File: config.mk
export PLATFORM = sky130hd
export DESIGN_NAME = picosoc_slotcfg_bank_flat
export DESIGN_NICKNAME = d
export VERILOG_FILES = /design/src/rtl/picosoc_slotcfg_bank_if.sv /design/src/rtl/picosoc_slotcfg_bank.sv /design/src/flat_wrapper.sv
export SDC_FILE = /design/constraint.sdc
export NUM_CORES = 1
export LEC_CHECK = 0
export CAP_MARGIN = 10
export CORE_MARGIN = 5
export CORE_UTILIZATION = 40
export DETAILED_ROUTE_END_ITERATION = 8
export GPL_TIMING_DRIVEN = 1
export HOLD_SLACK_MARGIN = 0.02
export SYNTH_ARGS = -nofsm -noshare
export SYNTH_HDL_FRONTEND = slang
export SYNTH_SLANG_ARGS = --single-unit
File: constraint.sdc
create_clock -name clk -period 2.7 [get_ports clk]
set_input_delay 0.54 -clock clk [delete_from_list [all_inputs] [get_ports clk]]
set_output_delay 0.54 -clock clk [all_outputs]
set_load 0.01 [all_outputs]
File: src/rtl/picosoc_slotcfg_bank_if.sv
// rtl/picosoc_slotcfg_bank_if.sv - PicoSoC iomem bus bundle for the slot configuration bank
interface picosoc_slotcfg_bank_if;
    logic        iomem_valid;
    logic [3:0]  iomem_wstrb;
    logic [31:0] iomem_addr;
    logic [31:0] iomem_wdata;
    logic [31:0] iomem_rdata;
    logic        iomem_ready;

    modport master (
        output iomem_valid,
        output iomem_wstrb,
        output iomem_addr,
        output iomem_wdata,
        input  iomem_rdata,
        input  iomem_ready
    );

    modport slave (
        input  iomem_valid,
        input  iomem_wstrb,
        input  iomem_addr,
        input  iomem_wdata,
        output iomem_rdata,
        output iomem_ready
    );
endinterface

File: src/rtl/picosoc_slotcfg_bank.sv
// rtl/picosoc_slotcfg_bank.sv - staged Apple II slot card table with atomic commit to the slotmaker
// Optional feature macro: SLOTCFG_IRQ_EN (irq follows sticky DONE when defined, tied low otherwise).
module picosoc_slotcfg_bank #(
    parameter int          NUM_SLOTS = 8,
    parameter int          CARD_W    = 8,
    parameter logic [31:0] BASE_ADDR = 32'h0300_0000
) (
    input  logic                  clk,
    input  logic                  resetn,
    picosoc_slotcfg_bank_if.slave bus,
    output logic [3:0]            cfg_slot,
    output logic [CARD_W-1:0]     cfg_card,
    output logic                  cfg_wr,
    input  logic [CARD_W-1:0]     cfg_card_i,
    output logic                  irq
);

    typedef enum logic [2:0] {
        S_IDLE,
        S_SCAN,
        S_FIN,
        S_LRD1,
        S_LRD2
    } state_t;

    localparam logic [3:0] IDX_LAST = 4'(NUM_SLOTS - 1);

    state_t              state_q, state_d;
    logic [3:0]          idx_q, idx_d;
    logic [CARD_W-1:0]   stage_q [16];
    logic [CARD_W-1:0]   stage_d [16];
    logic [15:0]         dirty_q, dirty_d;
    logic                done_q, done_d;
    logic                ready_q, ready_d;
    logic [31:0]         rdata_q, rdata_d;
    logic [3:0]          cfg_slot_q, cfg_slot_d;
    logic [CARD_W-1:0]   cfg_card_q, cfg_card_d;
    logic                cfg_wr_q, cfg_wr_d;

    logic        sel;
    logic        is_wr;
    logic [1:0]  bank;
    logic [3:0]  n;
    logic        slot_ok;
    logic        busy;
    logic        live_rd;
    logic        stage_wr;
    logic        accept;
    logic        scan_load;
    logic [31:0] old_word;
    logic [31:0] merged;
    logic        unused_addr_bits;

    assign sel      = bus.iomem_valid && (bus.iomem_addr[31:8] == BASE_ADDR[31:8]);
    assign is_wr    = |bus.iomem_wstrb;
    assign bank     = bus.iomem_addr[7:6];
    assign n        = bus.iomem_addr[5:2];
    assign slot_ok  = (32'(n) < 32'(NUM_SLOTS));
    assign busy     = (state_q == S_SCAN) || (state_q == S_FIN);
    assign live_rd  = (bank == 2'd1) && slot_ok && !is_wr;
    assign stage_wr = (bank == 2'd0) && slot_ok && is_wr;

    // Stage writes and live reads wait out a commit so the scan sees a frozen table.
    assign accept = sel && !ready_q
                 && ((state_q == S_IDLE) || (busy && !(stage_wr || live_rd)));

    assign unused_addr_bits = ^bus.iomem_addr[1:0];

    always_comb begin
        state_d    = state_q;
        idx_d      = idx_q;
        stage_d    = stage_q;
        dirty_d    = dirty_q;
        done_d     = done_q;
        ready_d    = 1'b0;
        rdata_d    = rdata_q;
        cfg_slot_d = cfg_slot_q;
        cfg_card_d = cfg_card_q;
        cfg_wr_d   = 1'b0;
        scan_load  = 1'b0;
        old_word   = 32'(stage_q[n]);
        merged     = old_word;

        case (state_q)
            S_SCAN: begin
                if (idx_q == IDX_LAST) begin
                    state_d = S_FIN;
                end else begin
                    idx_d     = idx_q + 4'd1;
                    scan_load = 1'b1;
                end
            end
            S_FIN: begin
                done_d  = 1'b1;
                state_d = S_IDLE;
            end
            S_LRD1: begin
                rdata_d = 32'(cfg_card_i);
                ready_d = 1'b1;
                state_d = S_LRD2;
            end
            S_LRD2: begin
                state_d = S_IDLE;
            end
            default: ;
        endcase

        if (accept) begin
            ready_d = 1'b1;
            rdata_d = '0;
            case (bank)
                2'd0: begin
                    if (slot_ok) begin
                        if (is_wr) begin
                            for (int b = 0; b < 4; b++) begin
                                merged[8*b +: 8] = bus.iomem_wstrb[b] ? bus.iomem_wdata[8*b +: 8]
                                                                      : old_word[8*b +: 8];
                            end
                            stage_d[n] = merged[CARD_W-1:0];
                            dirty_d[n] = 1'b1;
                        end else begin
                            rdata_d = old_word;
                        end
                    end
                end
                2'd1: begin
                    if (live_rd) begin
                        ready_d    = 1'b0;
                        state_d    = S_LRD1;
                        cfg_slot_d = n;
                    end
                end
                2'd2: begin
                    if (n == 4'd0) begin
                        if (is_wr) begin
                            if (bus.iomem_wdata[2]) begin
                                done_d = 1'b0;
                            end
                            if (!busy) begin
                                // DISCARD takes priority over a COMMIT in the same write.
                                if (bus.iomem_wdata[1]) begin
                                    dirty_d = '0;
                                end else if (bus.iomem_wdata[0]) begin
                                    if (dirty_q != 16'd0) begin
                                        state_d   = S_SCAN;
                                        idx_d     = 4'd0;
                                        scan_load = 1'b1;
                                    end else begin
                                        done_d = 1'b1;
                                    end
                                end
                            end
                        end else begin
                            rdata_d = {dirty_q, 14'd0, done_q, busy};
                        end
                    end
                end
                default: ;
            endcase
        end

        // Outputs for slot idx_d are loaded one edge early so they appear in its scan cycle.
        if (scan_load) begin
            cfg_slot_d = idx_d;
            if (dirty_q[idx_d]) begin
                cfg_wr_d       = 1'b1;
                cfg_card_d     = stage_q[idx_d];
                dirty_d[idx_d] = 1'b0;
            end
        end
    end

    always_ff @(posedge clk or negedge resetn) begin
        if (!resetn) begin
            state_q    <= S_IDLE;
            idx_q      <= 4'd0;
            for (int i = 0; i < 16; i++) begin
                stage_q[i] <= '0;
            end
            dirty_q    <= 16'd0;
            done_q     <= 1'b0;
            ready_q    <= 1'b0;
            rdata_q    <= 32'd0;
            cfg_slot_q <= 4'd0;
            cfg_card_q <= '0;
            cfg_wr_q   <= 1'b0;
        end else begin
            state_q    <= state_d;
            idx_q      <= idx_d;
            stage_q    <= stage_d;
            dirty_q    <= dirty_d;
            done_q     <= done_d;
            ready_q    <= ready_d;
            rdata_q    <= rdata_d;
            cfg_slot_q <= cfg_slot_d;
            cfg_card_q <= cfg_card_d;
            cfg_wr_q   <= cfg_wr_d;
        end
    end

    assign bus.iomem_ready = ready_q;
    assign bus.iomem_rdata = rdata_q;
    assign cfg_slot        = cfg_slot_q;
    assign cfg_card        = cfg_card_q;
    assign cfg_wr          = cfg_wr_q;

`ifdef SLOTCFG_IRQ_EN
    assign irq = done_q;
`else
    assign irq = 1'b0;
`endif

endmodule
File: src/flat_wrapper.sv
// flat-port wrapper written by rule: the top's interface ports become plain ports
module picosoc_slotcfg_bank_flat 
#(
    parameter int          NUM_SLOTS = 8,
    parameter int          CARD_W    = 8,
    parameter logic [31:0] BASE_ADDR = 32'h0300_0000
)
  (clk, resetn, cfg_slot, cfg_card, cfg_wr, cfg_card_i, irq, bus_iomem_valid, bus_iomem_wstrb, bus_iomem_addr, bus_iomem_wdata, bus_iomem_rdata, bus_iomem_ready);
  picosoc_slotcfg_bank_if bus_i ();
  input  logic clk;
  input  logic resetn;
  output logic [3:0] cfg_slot;
  output logic [CARD_W-1:0] cfg_card;
  output logic cfg_wr;
  input  logic [CARD_W-1:0] cfg_card_i;
  output logic irq;
  input wire logic [$bits(bus_i.iomem_valid)-1:0] bus_iomem_valid;
  input wire logic [$bits(bus_i.iomem_wstrb)-1:0] bus_iomem_wstrb;
  input wire logic [$bits(bus_i.iomem_addr)-1:0] bus_iomem_addr;
  input wire logic [$bits(bus_i.iomem_wdata)-1:0] bus_iomem_wdata;
  output wire logic [$bits(bus_i.iomem_rdata)-1:0] bus_iomem_rdata;
  output wire logic [$bits(bus_i.iomem_ready)-1:0] bus_iomem_ready;
  assign bus_i.iomem_valid = bus_iomem_valid;
  assign bus_i.iomem_wstrb = bus_iomem_wstrb;
  assign bus_i.iomem_addr = bus_iomem_addr;
  assign bus_i.iomem_wdata = bus_iomem_wdata;
  assign bus_iomem_rdata = bus_i.iomem_rdata;
  assign bus_iomem_ready = bus_i.iomem_ready;
  picosoc_slotcfg_bank #(.NUM_SLOTS(NUM_SLOTS), .CARD_W(CARD_W), .BASE_ADDR(BASE_ADDR)) u_core (.clk(clk), .resetn(resetn), .bus(bus_i), .cfg_slot(cfg_slot), .cfg_card(cfg_card), .cfg_wr(cfg_wr), .cfg_card_i(cfg_card_i), .irq(irq));
endmodule
Yosys cells after proc, flatten, opt, wreduce, memory -nomap -nowiden
Cells that the tools add are included.

word-level totals
  register bits after elaboration = 198
  bits of input ports = 79
  output and inout bits = 47
  logic and storage cells = 161

cells by class
  add/sub/neg operators = 1
  magnitude comparators = 8
  equal/unequal tests = 8
  multiplexer cells = 84
  bitwise gates (word level) = 5
  reductions and logical operators = 30

operator list
  cell                                                                           count
  32-bit 2-to-1 mux                                                              5
  16-bit 2-to-1 mux                                                              9
  128-bit bitwise mux                                                            1
  8-bit binary-select mux with 4-bit select                                      2
  32-bit case mux with 2 select lines                                            1
  4-bit 2-to-1 mux                                                               14
  8-bit 2-to-1 mux                                                               7
  8-bit demux with 4-bit select                                                  1
  16-bit case mux with 2 select lines                                            1
  1-bit 2-to-1 mux                                                               29
  3-bit 2-to-1 mux                                                               9
  24-bit by 18-bit == test with 1-bit output (second input constant)             1
  16-bit AND                                                                     1
  16-bit inverter                                                                1
  16-bit bitwise OR                                                              1
  16-bit nonzero test                                                            1
  1-bit logical AND                                                              11
  5-bit >= comparator (second input constant)                                    2
  4-bit by 5-bit less-than comparator with 1-bit output (second input constant)  2
  4-bit inverter with 5-bit output                                               2
  3-bit case mux with 3 select lines                                             1
  1-bit demux with 4-bit select                                                  2
  4-bit by 1-bit >= comparator with 1-bit output (second input constant)         2
  2-bit nonzero test                                                             4
  other kinds (21)                                                               26

Longest topological paths before layout
  depth in word-level cells = 19
  depth in mapped cells = 12
  depth with buffers taken out = 8

Worst setup path after synthesis
Ideal clock, no wire load.

  path kind = input port to flip-flop
  start point = input port bus_iomem_wstrb[0]
  end point = register u_core.cfg_card_q[4] (netlist: u_core.cfg_card[4])
  setup time = 0.125 ns
  arrival time = 3.075 ns
  data required time = 2.575 ns
  setup slack = -0.500 ns
  stages on the path = 12
  buffers on the path = 5
  cell sequence = buf_6 > or4_1 > buf_4 > mux2i_4 > o311a_4 > a22o_1 > buf_4 > nand2b_1 > o2111a_1 > buf_6 > buf_8 > mux2_4

between the ends
  longest elaborated chain between the ends = 13
  elaborated cells on any way between the ends = 24
  classes of those cells = mux: 13; bitwise: 1; reduce/logical: 10

RTL lines
  what                                                    line                         text
  start: declaration                                      flat_wrapper.sv:18           input wire logic [$bits(bus_i.iomem_wstrb)-1:0] bus_iomem_wstrb;
  4-bit OR reduction (*)                                  picosoc_slotcfg_bank.sv:55   assign is_wr = |bus.iomem_wstrb;
  1-bit zero test                                         picosoc_slotcfg_bank.sv:60   assign live_rd = (bank == 2'd1) && slot_ok && !is_wr;
  1-bit logical AND                                       picosoc_slotcfg_bank.sv:60
  1-bit logical OR                                        picosoc_slotcfg_bank.sv:65   && ((state_q == S_IDLE) || (busy && !(stage_wr || live_rd)));
  1-bit zero test                                         picosoc_slotcfg_bank.sv:65
  1-bit logical AND                                       picosoc_slotcfg_bank.sv:65
  1-bit logical OR                                        picosoc_slotcfg_bank.sv:65
  1-bit logical AND                                       picosoc_slotcfg_bank.sv:65
  4-bit 2-to-1 mux                                        picosoc_slotcfg_bank.sv:108  if (accept) begin
  4-bit inverter with 5-bit output (implied by the code)  picosoc_slotcfg_bank.sv:167  cfg_card_d = stage_q[idx_d];
  8-bit binary-select mux with 4-bit select               picosoc_slotcfg_bank.sv:167
  8-bit 2-to-1 mux (implied by the code) (2 in a row)     picosoc_slotcfg_bank.sv:167
  end signal: assignment                                  picosoc_slotcfg_bank.sv:196  cfg_card_q <= cfg_card_d;
  end: declaration                                        picosoc_slotcfg_bank.sv:37   logic [CARD_W-1:0] cfg_card_q, cfg_card_d;

Mark *: on every way between the ends. The rest lies on a longest branch, timed or not. The select of a mux whose other input is x is not followed.
A chain may end at the register's enable or synchronous reset.

Worst setup path after layout
  start point = input port bus_iomem_addr[28]
  end point = register u_core.stage_q[89] (netlist bit)

between the ends
  longest elaborated chain between the ends = 5

RTL lines
  what                                        line                         text
  start: declaration                          flat_wrapper.sv:19           input wire logic [$bits(bus_i.iomem_addr)-1:0] bus_iomem_addr;
  24-bit by 18-bit == test with 1-bit output  picosoc_slotcfg_bank.sv:54   assign sel = bus.iomem_valid && (bus.iomem_addr[31:8] == BASE_ADDR[31:8]);
  1-bit logical AND                           picosoc_slotcfg_bank.sv:54
  1-bit logical AND                           picosoc_slotcfg_bank.sv:64   assign accept = sel && !ready_q
  1-bit logical AND                           picosoc_slotcfg_bank.sv:65
  4-bit AND reduction (no line)               -
  end signal: assignment                      picosoc_slotcfg_bank.sv:190  stage_q <= stage_d;
  end: declaration                            picosoc_slotcfg_bank.sv:30   logic [CARD_W-1:0] stage_q [16];

No other way between the ends.

==> metrics.txt <==
leak pwr about 6.0 nW; I/O pin total 126; commonest non-fill, non-tap cell in the layout dfrtp_1; Req. time, crit path approximately 3000 ps; area grow syn2layout 33.5%; diode count 0; Fmax achieved approximately 370 MHz; port bufs 90; status finished clean; worst skew pair latency 440 ps; worst-path cell chain clkdlybuf4s50_1, or4_4, nor4_4, o311a_1, buf_6, nand4_4, buf_6, nor3_4, buf_12, mux2_4; CTS tree done; Residual DRC 0; Max IR drop VDD around 0.33 mV; Crit path top cell by count buf_6; drt initial violations around 950; HPWL Detailed roughly 23000 µm; worst-case clock buffer depth 2; CP startpoint kind primary input; FP Rows 58; Placement Cell Area 0.0125 mm²; GRT Total Usage 22.9%; mean number of vias per cell 5.93; Setup CP Type primary input to flip-flop; period utilization between 90% and 100%; post-synthesis instance total approximately 870; Nets around 1.1k; share of cells above drive strength 1 38.3%; unrepaired setup endpoints after global routing true; Critical Path Fanout Max 8; core area between 0.02 and 0.03 mm²; FILL cells between 2k and 2.5k; synthesized area about 0.01 mm²; synth warn 0; maxcap violations 0; sequential area share after synthesis around 47%; async set-or-reset flop fraction in the synthesized netlist 100%; Mapped Avg Cell Area 11.7 µm²; top_reg_cell synth dfrtp_1; EDFF count, synth 0; global-route wire length before repair between 50000 and 60000 µm; die area between 0.02 and 0.03 mm²; clock sink total between 150 and 200; Crit. End Element flip-flop; clock root buffer clkbuf_16; Die W approximately 170 µm; clk_skew between 10 and 15 ps; worst path arrival time between 3000 and 4000 ps; TNS Setup 0 ps; GP Congestion 0.904; CTS buffer count 17; Pre-antenna DRT Iters 6; total congestion overflow 0; Starting Density between 40% and 50%; largest net degree at the start of global routing between 50 and 60; Post-DRT Antenna Nets 0; CP top delay family simple AND/OR/NAND/NOR gates; multi-input logic area 0.00514 mm²; number of synthesized register bits 190; Worst-path clk slew 70 ps; die height about 170 µm; vias in the first global route 8302; initial antenna violation count 0; register area between 0.004 and 0.005 mm²; worst stage delay on the critical path ~500 ps; Final Hold Vio Count 0; Hold WC Path Type primary input to async pin; library cells used by synthesis a little over 80; # H-tree levels 4; WL final approximately 33000 µm; CP max-delay cell or4_4; fin crit period between 2000 and 3000 ps; drt wl/cell 23.7 µm; worst path bufs/invs 4; via count slightly above 8k; final setup fails 0; Pwr per Cell Area approximately 410 mW/mm²; Finished Cell Area 0.0135 mm²; Core Util, Final a little over half; pre-CTS setup slack -787 ps; max-slew violations 0; Worst Setup Slack, final roughly 14 ps; most frequent cells in the layout dfrtp_1, buf_4, clkdlybuf4s50_1
[Yosys cell counts (5+ instances only)]
cell | number | area share (%)
mux2i_1 | 9 | 0.89
and2_1 | 5 | 0.31
clkbuf_1 | 96 | 3.6
nor2_1 | 23 | 0.85
a21oi_1 | 22 | 1.1
a22oi_1 | 19 | 1.4
nor3_1 | 8 | 0.40
nand3_1 | 19 | 0.94
buf_6 | 6 | 0.67
mux2_2 | 84 | 9.4
a22o_1 | 17 | 1.5
o211ai_1 | 9 | 0.67
mux4_2 | 40 | 8.9
inv_1 | 17 | 0.63
nand2_1 | 41 | 1.5
a221oi_1 | 31 | 2.7
buf_2 | 7 | 0.35
dfrtp_1 | 190 | 47
mux2_4 | 5 | 0.74
nand4_1 | 8 | 0.49
nand2b_1 | 7 | 0.43
a31oi_1 | 16 | 0.99
a221o_1 | 7 | 0.69
buf_4 | 13 | 0.96
nor2_2 | 7 | 0.43
o21a_1 | 5 | 0.37
o21ai_0 | 26 | 1.3
a211oi_1 | 5 | 0.37
nor4_1 | 17 | 1.1
o2bb2ai_1 | 14 | 1.2
a222oi_1 | 7 | 0.69
[power by group]
group	total [mW]	internal, mW	switching [mW]
clock network	2.41	1.21	1.20
logic	0.312	0.140	0.172
registers	2.84	2.84	0.000000133
total	5.57	4.19	1.37
[logic make-up after synthesis]
| kind of cell | after synthesis | synth area share (%) |
|---|---|---|
| AO/OA/AOI/OAI | 211 | 16.0 |
| XOR/XNOR | 3 | 0.260 |
| adder cells (fa/ha/maj) | 4 | 0.495 |
| buffers and inverters | 145 | 6.51 |
| flip-flops | 190 | 47.0 |
| multiplexers | 140 | 20.2 |
| other | 1 | 0.0371 |
| AND/OR/NAND/NOR | 171 | 9.51 |
[what timing repair did]
| action | CTS | global route |
|---|---|---|
| resized for setup | 43 | 39 |
| pin swaps | 12 | 19 |
| hold buffers | 0 | 0 |
| cloned | 0 | 1 |
| setup endpoints to repair | 84 | 32 |
| buffers inserted | 2 | 11 |
[registers in the layout, indices dropped and copies added (netlist names)]
signal,flops
u_core.state_q,3
u_core.cfg_card,8
u_core.dirty_q,16
u_core.cfg_wr,1
u_core.done_q,1
u_core.stage_q,128
u_core.bus.iomem_ready,1
u_core.bus.iomem_rdata,24
u_core.cfg_slot,4
u_core.idx_q,4
[path summary, 6_finish.rpt]
path,from,slack [ps],end,depth (start not counted)
worst max-delay path,bus_iomem_addr[28],10,u_core.stage_q[89],10
worst min-delay path,resetn,70,u_core.bus.iomem_rdata[2],1
worst max register to register,u_core.bus.iomem_ready,20,u_core.stage_q[89],9
worst min register to register,u_core.stage_q[51],400,u_core.stage_q[51],0
max in group asynchronous,resetn,1790,u_core.stage_q[53],2
min in group clk,u_core.stage_q[51],400,u_core.stage_q[51],0
[per-layer routing]
| metal | vias up | wire [µm] | track usage (%) |
|---|---|---|---|
| met5 | - | 0 | 0 |
| met4 | 0 | 928 | 7.98 |
| met3 | 57 | 2980 | 6.40 |
| met2 | 404 | 14900 | 34.5 |
| met1 | 4103 | 14000 | 32.0 |
| li1 | 3633 | - | - |
[layout make-up]
class	count	share of cell area (%)
inverter	18	0.500
sequential	190	35.2
timing repair buffer	274	19.1
tap	330	3.06
multi-input combinational	538	38.1
clock buffer	17	3.15
clock inverter	15	0.936
[worst register-to-register path: stages, from the launching register on]
cell and delay (ps):
dfrtp_1 390, or4b_4 500, nor4_4 330, o311a_1 230, buf_6 140, nand4_4 100
buf_6 150, nor3_4 240, buf_12 190, mux2_4 310
[per-stage QoR]
step	hold WS (ps)	power [mW]	std cells
after floorplan	244	3.02	873
after global routing	93.3	5.77	1382
after global placement	379	3.21	1337
final	65.2	5.57	1382
after detailed placement	379	3.21	1337
after CTS	83.8	5.61	1371
(Power assumes the default switching activity.)
